==> src/rtl/rom_ctrl_pkg.sv <==
// rtl/rom_ctrl_pkg.sv - shared state encoding and constants for the ROM fetch sequencer
package rom_ctrl_pkg;

  typedef enum logic [2:0] {
    ST_IDLE  = 3'd0,
    ST_FETCH = 3'd1,
    ST_WAIT  = 3'd2,
    ST_ISSUE = 3'd3,
    ST_HALT  = 3'd4
  } state_t;

  localparam logic [9:0] DEF_HALT_WORD = 10'h3FF;
  localparam int         WAIT_CNT_W    = 3;

endpackage

==> src/rtl/fetch_pc_reg.sv <==
// rtl/fetch_pc_reg.sv - program counter with clear/increment/hold, drives PC and ROM address
module fetch_pc_reg
  import rom_ctrl_pkg::*;
#(
  parameter int ADDR_W = 6
) (
  input  logic              Clk,
  input  logic              Resetn,
  input  logic              i_clr,
  input  logic              i_inc,
  output logic [ADDR_W-1:0] o_pc,
  output logic [ADDR_W-1:0] o_rom_addr
);

  logic [ADDR_W-1:0] r_pc;

  always_ff @(posedge Clk or negedge Resetn) begin
    if (!Resetn) begin
      r_pc <= '0;
    end else if (i_clr) begin
      r_pc <= '0;
    end else if (i_inc) begin
      r_pc <= r_pc + 1'b1;
    end
  end

  assign o_pc       = r_pc;
  assign o_rom_addr = r_pc;

endmodule

==> src/rtl/rom_fetch_ctrl.sv <==
// rtl/rom_fetch_ctrl.sv - ROM fetch sequencer feeding the function decoder
// SINGLE_STEP_EN adds the Step port and gates every ISSUE exit on it.
module rom_fetch_ctrl
  import rom_ctrl_pkg::*;
#(
  parameter int                ADDR_W    = 6,
  parameter int                DATA_W    = 10,
  parameter int                ROM_LAT   = 1,
  parameter int                PROG_LEN  = 32,
  parameter logic [DATA_W-1:0] HALT_WORD = DATA_W'(DEF_HALT_WORD)
) (
  input  logic              Clk,
  input  logic              Resetn,
  input  logic              Start,
  input  logic              Abort,
`ifdef SINGLE_STEP_EN
  input  logic              Step,
`endif
  output logic [ADDR_W-1:0] RomAddr,
  output logic              RomRd,
  input  logic [DATA_W-1:0] RomData,
  output logic [DATA_W-1:0] FuncOUT,
  output logic              FuncValid,
  input  logic              FuncDone,
  output logic [ADDR_W-1:0] PC,
  output logic              Busy,
  output logic              Halted
);

  localparam logic [WAIT_CNT_W-1:0] LAT_LOAD = WAIT_CNT_W'(ROM_LAT - 1);
  localparam logic [ADDR_W-1:0]     LAST_PC  = ADDR_W'(PROG_LEN - 1);

  state_t                r_state, w_next;
  logic [WAIT_CNT_W-1:0] r_wait_cnt;
  logic [DATA_W-1:0]     r_func_out;
  logic                  r_func_valid, r_rom_rd, r_busy, r_halted;
  logic                  w_pc_clr, w_pc_inc, w_data_rdy, w_accept, w_adv;

  fetch_pc_reg #(.ADDR_W(ADDR_W)) u_pc (
    .Clk       (Clk),
    .Resetn    (Resetn),
    .i_clr     (w_pc_clr),
    .i_inc     (w_pc_inc),
    .o_pc      (PC),
    .o_rom_addr(RomAddr)
  );

  assign w_data_rdy = (r_state == ST_WAIT) && (r_wait_cnt == '0);
  assign w_accept   = (r_state == ST_ISSUE) && r_func_valid && FuncDone;
`ifdef SINGLE_STEP_EN
  // The accepted word leaves ISSUE parked with FuncValid low until Step arrives.
  assign w_adv      = (r_state == ST_ISSUE) && !r_func_valid && Step;
`else
  assign w_adv      = w_accept;
`endif

  always_comb begin
    w_next   = r_state;
    w_pc_clr = 1'b0;
    w_pc_inc = 1'b0;
    if (Abort) begin
      w_next   = ST_IDLE;
      w_pc_clr = 1'b1;
    end else begin
      case (r_state)
        ST_IDLE, ST_HALT: begin
          if (Start) begin
            w_next   = ST_FETCH;
            w_pc_clr = 1'b1;
          end
        end
        ST_FETCH: w_next = ST_WAIT;
        ST_WAIT: begin
          if (w_data_rdy) begin
            w_next = (RomData == HALT_WORD) ? ST_HALT : ST_ISSUE;
          end
        end
        ST_ISSUE: begin
          if (w_adv) begin
            if (PC == LAST_PC) begin
              w_next = ST_HALT;
            end else begin
              w_next   = ST_FETCH;
              w_pc_inc = 1'b1;
            end
          end
        end
        default: w_next = ST_IDLE;
      endcase
    end
  end

  // Status outputs are registered from the next state so they line up with r_state.
  always_ff @(posedge Clk or negedge Resetn) begin
    if (!Resetn) begin
      r_state      <= ST_IDLE;
      r_wait_cnt   <= '0;
      r_func_out   <= '0;
      r_func_valid <= 1'b0;
      r_rom_rd     <= 1'b0;
      r_busy       <= 1'b0;
      r_halted     <= 1'b0;
    end else begin
      r_state  <= w_next;
      r_rom_rd <= (w_next == ST_FETCH);
      r_busy   <= (w_next == ST_FETCH) || (w_next == ST_WAIT) || (w_next == ST_ISSUE);
      r_halted <= (w_next == ST_HALT);
      if (r_state == ST_FETCH) begin
        r_wait_cnt <= LAT_LOAD;
      end else if ((r_state == ST_WAIT) && (r_wait_cnt != '0)) begin
        r_wait_cnt <= r_wait_cnt - 1'b1;
      end
      if (!Abort && w_data_rdy) begin
        r_func_out <= RomData;
      end
      if (Abort) begin
        r_func_valid <= 1'b0;
      end else if (w_data_rdy) begin
        r_func_valid <= (RomData != HALT_WORD);
      end else if (w_accept) begin
        r_func_valid <= 1'b0;
      end
    end
  end

  assign RomRd     = r_rom_rd;
  assign FuncOUT   = r_func_out;
  assign FuncValid = r_func_valid;
  assign Busy      = r_busy;
  assign Halted    = r_halted;

endmodule

==> config.mk <==
export PLATFORM = sky130hd
export DESIGN_NAME = rom_fetch_ctrl
export DESIGN_NICKNAME = d
export VERILOG_FILES = /design/src/rtl/rom_ctrl_pkg.sv /design/src/rtl/fetch_pc_reg.sv /design/src/rtl/rom_fetch_ctrl.sv
export SDC_FILE = /design/constraint.sdc
export NUM_CORES = 1
export LEC_CHECK = 0
export CORE_MARGIN = 8
export CORE_UTILIZATION = 40
export CTS_CLUSTER_DIAMETER = 50
export DETAILED_ROUTE_END_ITERATION = 10
export GPL_ROUTABILITY_DRIVEN = 0
export GPL_TIMING_DRIVEN = 0
export PLACE_DENSITY_LB_ADDON = 0.25
export SLEW_MARGIN = 10
export SYNTH_ARGS = -nofsm -noshare
export SYNTH_HDL_FRONTEND = slang
export SYNTH_SLANG_ARGS = --single-unit
==> constraint.sdc <==
create_clock -name Clk -period 2.5 [get_ports Clk]
set_input_delay 0.25 -clock Clk [delete_from_list [all_inputs] [get_ports Clk]]
set_output_delay 0.25 -clock Clk [all_outputs]
set_load 0.05 [all_outputs]
==> results of run 1 <==
final timing paths:
| path | end | slack, ns | start |
|---|---|---|---|
| worst min-delay path | FuncOUT[1] | 0.42 | Resetn |
| worst max-delay path | RomAddr[5] | 0.43 | u_pc.o_pc[5] |
| worst max register to register | u_pc.o_pc[5] | 0.73 | u_pc.o_pc[0] |
| worst min register to register | FuncOUT[6] | 0.53 | FuncOUT[6] |
| min in group Clk | FuncOUT[6] | 0.53 | FuncOUT[6] |
| max in group asynchronous | r_wait_cnt[1] | 1.70 | Resetn |
routing by layer:
metal / vias up / track usage [%]
li1: 521 / -
met1: 514 / 11.7
met2: 37 / 21.1
met3: 8 / 5.91
met4: 0 / 2.67
met5: - / 0
power by group:
part,internal (W),switching (W)
Sequential,0.000504,0.0000415
Combinational,0.000228,0.000405
Clock,0.000162,0.000126
cells in the final DEF (no fill, tap or decap), types with 3 or more instances in the layout:
cell             instances
dfrtp_1                 26
nand4_1                  3
nand3_1                  4
nor2_1                   6
a22o_1                   3
clkbuf_4                 3
a21oi_1                  5
nand2_1                 11
clkdlybuf4s50_1         39
o31ai_1                  3
buf_4                    6
mux2_2                  10
ha_1                     3
o21ai_0                  5
inv_1                    5
buf_2                    3
area by class of cell:
type                            instances  area [µm²]
Sequential cell                        26         651
Tap cell                               44        55.1
Buffer                                  8        55.1
Inverter                                5        18.8
Fill cell                             270        1260
Clock inverter                          1        30.0
Timing Repair Buffer                   41         405
Multi-Input combinational cell         80         577
Clock buffer                            3        22.5
Yosys cell counts, types with 2 or more instances:
library cell | n | area [µm²]
dfrtp_1 | 26 | 651
nand2_1 | 11 | 41.3
mux2_2 | 10 | 113
buf_4 | 6 | 45.0
nor2_1 | 6 | 22.5
a21oi_1 | 5 | 25.0
inv_1 | 5 | 18.8
o21ai_0 | 5 | 25.0
nand3_1 | 4 | 20.0
a22o_1 | 3 | 26.3
ha_1 | 3 | 37.5
nand4_1 | 3 | 18.8
o31ai_1 | 3 | 22.5
and3_1 | 2 | 12.5
buf_2 | 2 | 10.0
nand2b_1 | 2 | 12.5
or2_2 | 2 | 12.5
through the flow:
step,cells,setup slack (ns),util (%)
2_1_floorplan,119,0.616,-
3_3_place_gp,203,0.715,57.1
3_5_place_dp,203,0.710,57.1
4_1_cts,207,0.406,58.8
5_1_grt,208,0.356,58.9
6_report,208,0.432,58.9
logic make-up (layout without fill, tap and decap cells):
kind of cell | count (synthesis) | after routing | synth area share (%)
and+or+nand+nor | 40 | 40 | 16.9
muxes | 11 | 11 | 9.42
adders and majority gates | 3 | 3 | 2.88
DFF | 26 | 26 | 50.0
xor gates and xnor gates | 1 | 1 | 0.673
buffers and inverters | 13 | 58 | 5.67
AOI/OAI and AO/OA | 25 | 25 | 14.4
registers in the layout (all words and copies together), names as in the netlist:
signal / count
Busy: 1
u_pc.o_pc: 6
RomRd: 1
r_state: 3
Halted: 1
FuncValid: 1
FuncOUT: 10
r_wait_cnt: 3
==> metrics, run 1 <==
Worst-path clk slew=0.14 ns; DRT met1 WL=1130 µm; Req. time, crit path=2.25 ns; critical path startpoint category=register; antenna violations before repair=0; setup tns final=0 ns; Hold/Removal Path Class=in2async; period utilization=82.7%; CTS root buf=clkbuf_4; CP bufs+invs=2; Cell variety after synth=38; setup violators final=0; grt total ovfl=0; YS warnings=0; Worst setup EP type=primary output; max-slew violations=0; initial drt markers=42; syn avg cell area=10.9 µm²; DIE AREA=5330 µm²; largest net degree at the start of global routing=27; crit-path max cell delay=0.79 ns; Async SR Flop Fraction=100%; largest fanout on the critical path=8; clk_lat worst skew=0.32 ns; WL met3=251 µm; ANT cells=0; vias=1,080; worst r2r path cells=5; Total Routing Usage GR=11.7%; CTS sink count=26; FF+latch count, synth=26; DRC=0; Max Clk Rate=484 MHz; RSZ-0062 raised after global routing=false; Max Cap Viol=0; pwr dens=808 nW/µm²; post-route ant nets=0; Crit. path cell count=2; fin nets=183; initial core utilization=42.3%; fin crit period=2.07 ns; relative max-transition margin=62.5%; WL final=2940 µm; Leak=0.751 nW; slowest CP cell=clkdlybuf4s50_1; highest routed layer=met4; DR pass1 iterations=4; critical path cell sequence=buf_4, clkdlybuf4s50_1; critical path type=reg2out; Final Power=0.00147 W; syn nets=137; HPWL Detailed=2380 µm; Die Span X=73.0 µm; DR vias/cell=5.19; CTS Hold Bufs=0; sequential-to-total area share from yosys stat=50.0%; worst endpoint data arrival time=1.82 ns; CTS buffer count=3; Area Overhead vs Synth=39.4%; Port-buffer cells=40; post_cts resized=0; row cnt=20; Final Cell Area=1810 µm²; Hold Slack=0.424 ns; Wirelength per Cell=14.1 µm; first-pass GRT wire length=5040 µm; Primary FF master, synth=dfrtp_1; die height=73.0 µm; Slew @ Worst Pin=0.563 ns; Final Hold Vio Count=0; layout cell share with drive strength beyond 1=18.3%; Worst Skew=0.00632 ns; VDD IR-drop max=0.562 mV; number of synthesized flops with an enable pin=0; Longest Clk Path Bufs=2; area of the mapped netlist=1300 µm²; TritonCTS clock tree=done; met2 WL=1520 µm; Gate Count Post-Synth=119; outcome=finished clean; core footprint=3080 µm²; number of global-route vias before repair=1,134; Clock H-tree levels=1; num ports=41; CP top delay family=buffers and inverters; Setup Buffers After CTS=0; Post-DP Area=1760 µm²
Power figures use the tool's default switching activity.
==> run 2, diff against run 1 <==
- clock period: 2.5 -> 1.9 ns (I/O delays scaled with it)
==> metrics, run 2 (synthesized netlist as in run 1, its figures left out) <==
grt total ovfl=0 (unchanged); critical path type=reg2out; Fill cells=269 (-0.37%); DR pass1 iterations=4 (unchanged); critical path startpoint category=register; setup tns final=0 ns (unchanged); CTS sink count=26 (unchanged); Worst Skew=0.00604 ns (-0.000283 ns); DIE AREA=5330 µm² (unchanged); Req. time, crit path=1.71 ns (-0.54 ns); met2 usage=21.1% (unchanged); Final Power=0.00193 W (+32%); fin nets=183 (unchanged); post-route ant nets=0 (unchanged); Total Routing Usage GR=11.7% (unchanged); row cnt=20 (unchanged); number of global-route vias before repair=1,134 (unchanged); VDD IR-drop max=0.739 mV (+32%); area of the multi-input gates=582 µm² (+0.87%); largest net degree at the start of global routing=27 (unchanged); CP bufs+invs=1 (-1); initial drt markers=44 (+4.8%); register area=652 µm² (+0.19%); setup violators final=0 (unchanged); Die Span X=73.0 µm (unchanged); HPWL Detailed=2380 µm (unchanged); relative max-transition margin=62.5% (about the same); crit-path max cell delay=0.84 ns (+0.05 ns); grt met3 use=5.91% (unchanged); fin crit period=1.83 ns; switching share of power=39.0% (about the same); post-route setup slack=0.0735 ns (-0.359 ns); Sequential Power Share=37.2% (about the same); WL final=2970 µm (+0.88%); most frequent cells in the layout=clkdlybuf4s50_1 (30), dfrtp_1 (25), nand2_1 (11), mux2_2 (10), dlygate4sd2_1 (7); max reg flops=10 (unchanged); combinational share of power=43.2% (about the same); layout cell share with drive strength beyond 1=19.5% (+1.2 points); core footprint=3080 µm² (unchanged); RSZ-0062 raised after global routing=false; largest fanout on the critical path=7 (-1); Max Cap Viol=0 (unchanged); CP top delay family=buffers and inverters; switching pwr=0.000754 W (+32%); first-pass GRT wire length=5040 µm (unchanged); CTS buffer count=3 (unchanged); met1 Use GR=11.7% (unchanged); worst endpoint data arrival time=1.64 ns (-0.18 ns); pwr dens=1060 nW/µm² (+31%); DRC=0 (unchanged); Area Overhead vs Synth=39.6%; Final Cell Area=1820 µm² (+0.14%); commonest non-fill, non-tap cell in the layout=clkdlybuf4s50_1; Hold Slack=0.364 ns (-0.0601 ns); antenna violations before repair=0 (unchanged); Max Clk Rate=547 MHz; Wirelength per Cell=14.3 µm (+0.88%); clk_lat worst skew=0.32 ns (about the same); critical path cell sequence=clkdlybuf4s50_1; Slew @ Worst Pin=0.563 ns (-0.000255 ns); Port-buffer cells=40 (unchanged); ANT cells=0 (unchanged); Longest Clk Path Bufs=2 (unchanged); Leak=0.821 nW (+9.4%); TritonCTS clock tree=done; slowest CP cell=clkdlybuf4s50_1; GRT busiest layer=met2; outcome=finished clean; die height=73.0 µm (unchanged); dpl ws=0.150 ns (-0.560 ns); P_int=0.00118 W (+32%); Clock H-tree levels=1 (unchanged); clock share of power=19.6% (about the same); CTS root buf=clkbuf_4; period utilization=96.1%; num ports=41 (unchanged); DR vias/cell=5.19 (about the same); Worst setup EP type=primary output; Post-DP Area=1760 µm² (unchanged); Worst-path clk slew=0.14 ns (about the same); initial core utilization=42.3% (unchanged); Final Hold Vio Count=0 (unchanged); max-slew violations=0 (unchanged); Hold/Removal Path Class=in2async; vias=1,079 (-0.093%)
## run 2: cell types whose count changed in the layout (fill, tap and decap cells not counted), sizes merged
cell	change
dlymetal6s2s	+2
dlygate4sd2	+7
clkdlybuf4s50	-9
## run 2: final timing paths
kind,from,endpoint,slack [ns],cells past startpoint
max,u_pc.o_pc[3],PC[3],0.07,1
min reg2reg,FuncOUT[6],FuncOUT[6],0.53,1
max reg2reg,u_pc.o_pc[0],u_pc.o_pc[5],0.12,5
min,Resetn,FuncOUT[1],0.36,2
min in group Clk,RomData[3],FuncOUT[3],0.49,2
max in group asynchronous,Resetn,u_pc.o_pc[0],1.14,2
## run 2: area by class of cell
| cell class | count | share of cell area (%) |
|---|---|---|
| flip-flops and latches | 26 | 35.9 |
| multi-input cells | 80 | 32.0 |
| repair buffers | 41 | 22.1 |
| plain buffers | 8 | 3.03 |
| well taps | 44 | 3.03 |
| clock inverters | 1 | 1.65 |
| clock buffers | 3 | 1.24 |
| inverters | 5 | 1.03 |
## run 2: what timing repair did
action | CTS | global route
hold buffers | 0 | 1
hold endpoints to repair | 0 | 26
setup buffers | 0 | 0
setup endpoints to repair | 7 | 3
resized for setup | 7 | 4
## run 2: stage by stage
step	utilization, %	instances
2_1_floorplan	-	119
3_3_place_gp	57.1	203
3_5_place_dp	57.1	203
4_1_cts	58.5	207
5_1_grt	59.0	208
6_report	59.0	208
## run 2: power groups by stage
stage	Clock (W)	Sequential [W]	Combinational, W
CTS	0.000388	0.000721	0.000844
floorplan	0	0.00111	0.000153
global placement	0	0.000722	0.000833
global route	0.000408	0.000733	0.000874
detailed placement	0	0.000732	0.000841
finish	0.000379	0.000717	0.000834
## run 2: layer usage
metal	wire [µm]	part of all wire, %	up-vias
met3	252	8.5	8
li1	-	-	520
met2	1540	52	37
met1	1140	38	514
met5	0	0	-
met4	39	1.3	0
==> run 3, diff against run 2 <==
- SETUP_SLACK_MARGIN: not set -> 0.5
- SKIP_CTS_REPAIR_TIMING: not set -> 1
==> metrics, run 3 (synthesized netlist as in run 1, its figures left out) <==
post-route setup slack=0.123 ns (+0.0493 ns); Leak=1.01 nW (+23%); RSZ-0062 raised after global routing=true; Total Routing Usage GR=12.4% (+0.66 points); combinational share of power=47.5% (+4.3 points); clock share of power=14.9% (-4.7 points); clk_lat worst skew=0.34 ns (+0.02 ns); post-route ant nets=0 (unchanged); die height=73.0 µm (unchanged); CTS root buf=clkbuf_4; Final Power=0.00192 W (-0.38%); DIE AREA=5330 µm² (unchanged); WL final=3360 µm (+13%); TritonCTS clock tree=done; critical path type=reg2reg; Max Clk Rate=563 MHz (+2.8%); Port-buffer cells=40 (unchanged); setup violators final=0 (unchanged); core footprint=3080 µm² (unchanged); most frequent cells in the layout=dfrtp_1 (19), dlymetal6s2s_1 (15), clkdlybuf4s50_1 (13), buf_4 (12), clkbuf_2 (11); CTS buffer count=3 (unchanged); pwr dens=963 nW/µm² (-9.4%); layout cell share with drive strength beyond 1=41.5% (+22 points); initial drt markers=41 (-6.8%); grt total ovfl=0 (unchanged); DR vias/cell=5.32 (+2.6%); outcome=finished clean; Reg2Reg Launch Point=u_pc.o_pc[0]; VDD IR-drop max=0.763 mV (+3.3%); CTS sink count=26 (unchanged); Hold Slack=0.356 ns (-0.00783 ns); setup tns final=0 ns (unchanged); antenna violations before repair=0 (unchanged); Final Util=64.9% (+5.9 points); Sequential Power Share=37.6% (+0.4 points); worst setup path startpoint=u_pc.o_pc[0]; period utilization=93.5% (-2.6 points); Hold/Removal Path Class=in2async; Longest Clk Path Bufs=2 (unchanged); vias=1,144 (+6.0%); relative max-transition margin=61.9% (-0.61 points); Max Cap Viol=0 (unchanged); first-pass GRT wire length=5260 µm (+4.2%); ANT cells=0 (unchanged); largest net degree at the start of global routing=27 (unchanged); Worst setup EP type=register; Fill cells=229 (-15%); Area Overhead vs Synth=53.5%; switching share of power=40.6% (+1.6 points); commonest non-fill, non-tap cell in the layout=dfrtp_1; Slew @ Worst Pin=0.572 ns (+0.00921 ns); max reg flops=10 (unchanged); initial core utilization=42.3% (unchanged); fin nets=190 (+3.8%); largest fanout on the critical path=5 (-2); HPWL Detailed=2420 µm (+1.8%); P_int=0.00114 W (-2.9%); DRC=0 (unchanged); switching pwr=0.000781 W (+3.6%); DR pass1 iterations=4 (unchanged); max-slew violations=0 (unchanged); Wirelength per Cell=15.6 µm (+9.6%); dpl ws=0.163 ns (+0.0133 ns); fin crit period=1.78 ns (-0.0493 ns); Clock H-tree levels=1 (unchanged); row cnt=20 (unchanged); number of global-route vias before repair=1,185 (+4.5%); critical path startpoint category=register; num ports=41 (unchanged); Req. time, crit path=2.12 ns (+0.41 ns); Worst-path clk slew=0.15 ns (about the same); Die Span X=73.0 µm (unchanged); Worst Skew=0.0198 ns (+0.0137 ns); worst endpoint data arrival time=2.00 ns (+0.36 ns); R2R Setup Slk=0.12 ns (about the same); Final Hold Vio Count=0 (unchanged)
run 3: cell count changes in the layout (fill, tap and decap cells not counted), sizes merged:
cell,previous run,this run
clkdlybuf4s50,30,13
dlymetal6s2s,2,15
clkbuf,3,15
dlygate4sd2,7,0
bufinv,1,0
buf,9,16
run 3: power by group through the flow:
stage / logic [W] / clock network, W / registers (W)
floorplan: 0.000220 / 0 / 0.00111
global placement: 0.000900 / 0 / 0.000732
detailed placement: 0.000907 / 0 / 0.000733
CTS: 0.000910 / 0.000288 / 0.000729
global route: 0.000955 / 0.000301 / 0.000740
finish: 0.000914 / 0.000286 / 0.000723
run 3: worst max-delay path: stages, from the launching register on:
cell     delay [ns]
dfrtp_2        0.45
ha_4           0.16
nand4_1        0.24
o31ai_2        0.44
a31oi_2        0.17
and3_1         0.20
run 3: metal layers:
metal	track usage (%)	share of wire, %	wire (µm)	vias up
li1	-	-	-	538
met5	0	0	0	-
met1	13.5	40	1360	550
met3	4.12	6.5	217	9
met2	21.0	51	1710	47
met4	6.00	2.2	75	0
run 3: area by class of cell:
cell class / instances / area [µm²] / share of cell area, %
multi-input combinational: 80 / 719 / 36.0
sequential: 26 / 659 / 33.0
timing repair buffer: 48 / 453 / 22.7
buffer: 8 / 55.1 / 2.76
tap: 44 / 55.1 / 2.76
clock buffer: 4 / 36.3 / 1.82
inverter: 5 / 18.8 / 0.940
run 3: final timing paths:
| kind | endpoint | cells after the start |
|---|---|---|
| max | RomRd | 5 |
| min | u_pc.o_pc[0] | 2 |
| max reg2reg | RomRd | 5 |
| min reg2reg | FuncOUT[6] | 1 |
| max in group asynchronous | u_pc.o_pc[5] | 2 |
| min in group Clk | FuncOUT[0] | 2 |
run 3: stage by stage:
step	cells	instance area, µm²
after floorplan	119	1400
after detailed placement	203	1860
after CTS	207	1900
after global routing	215	2000
after global placement	203	1860
final	215	2000
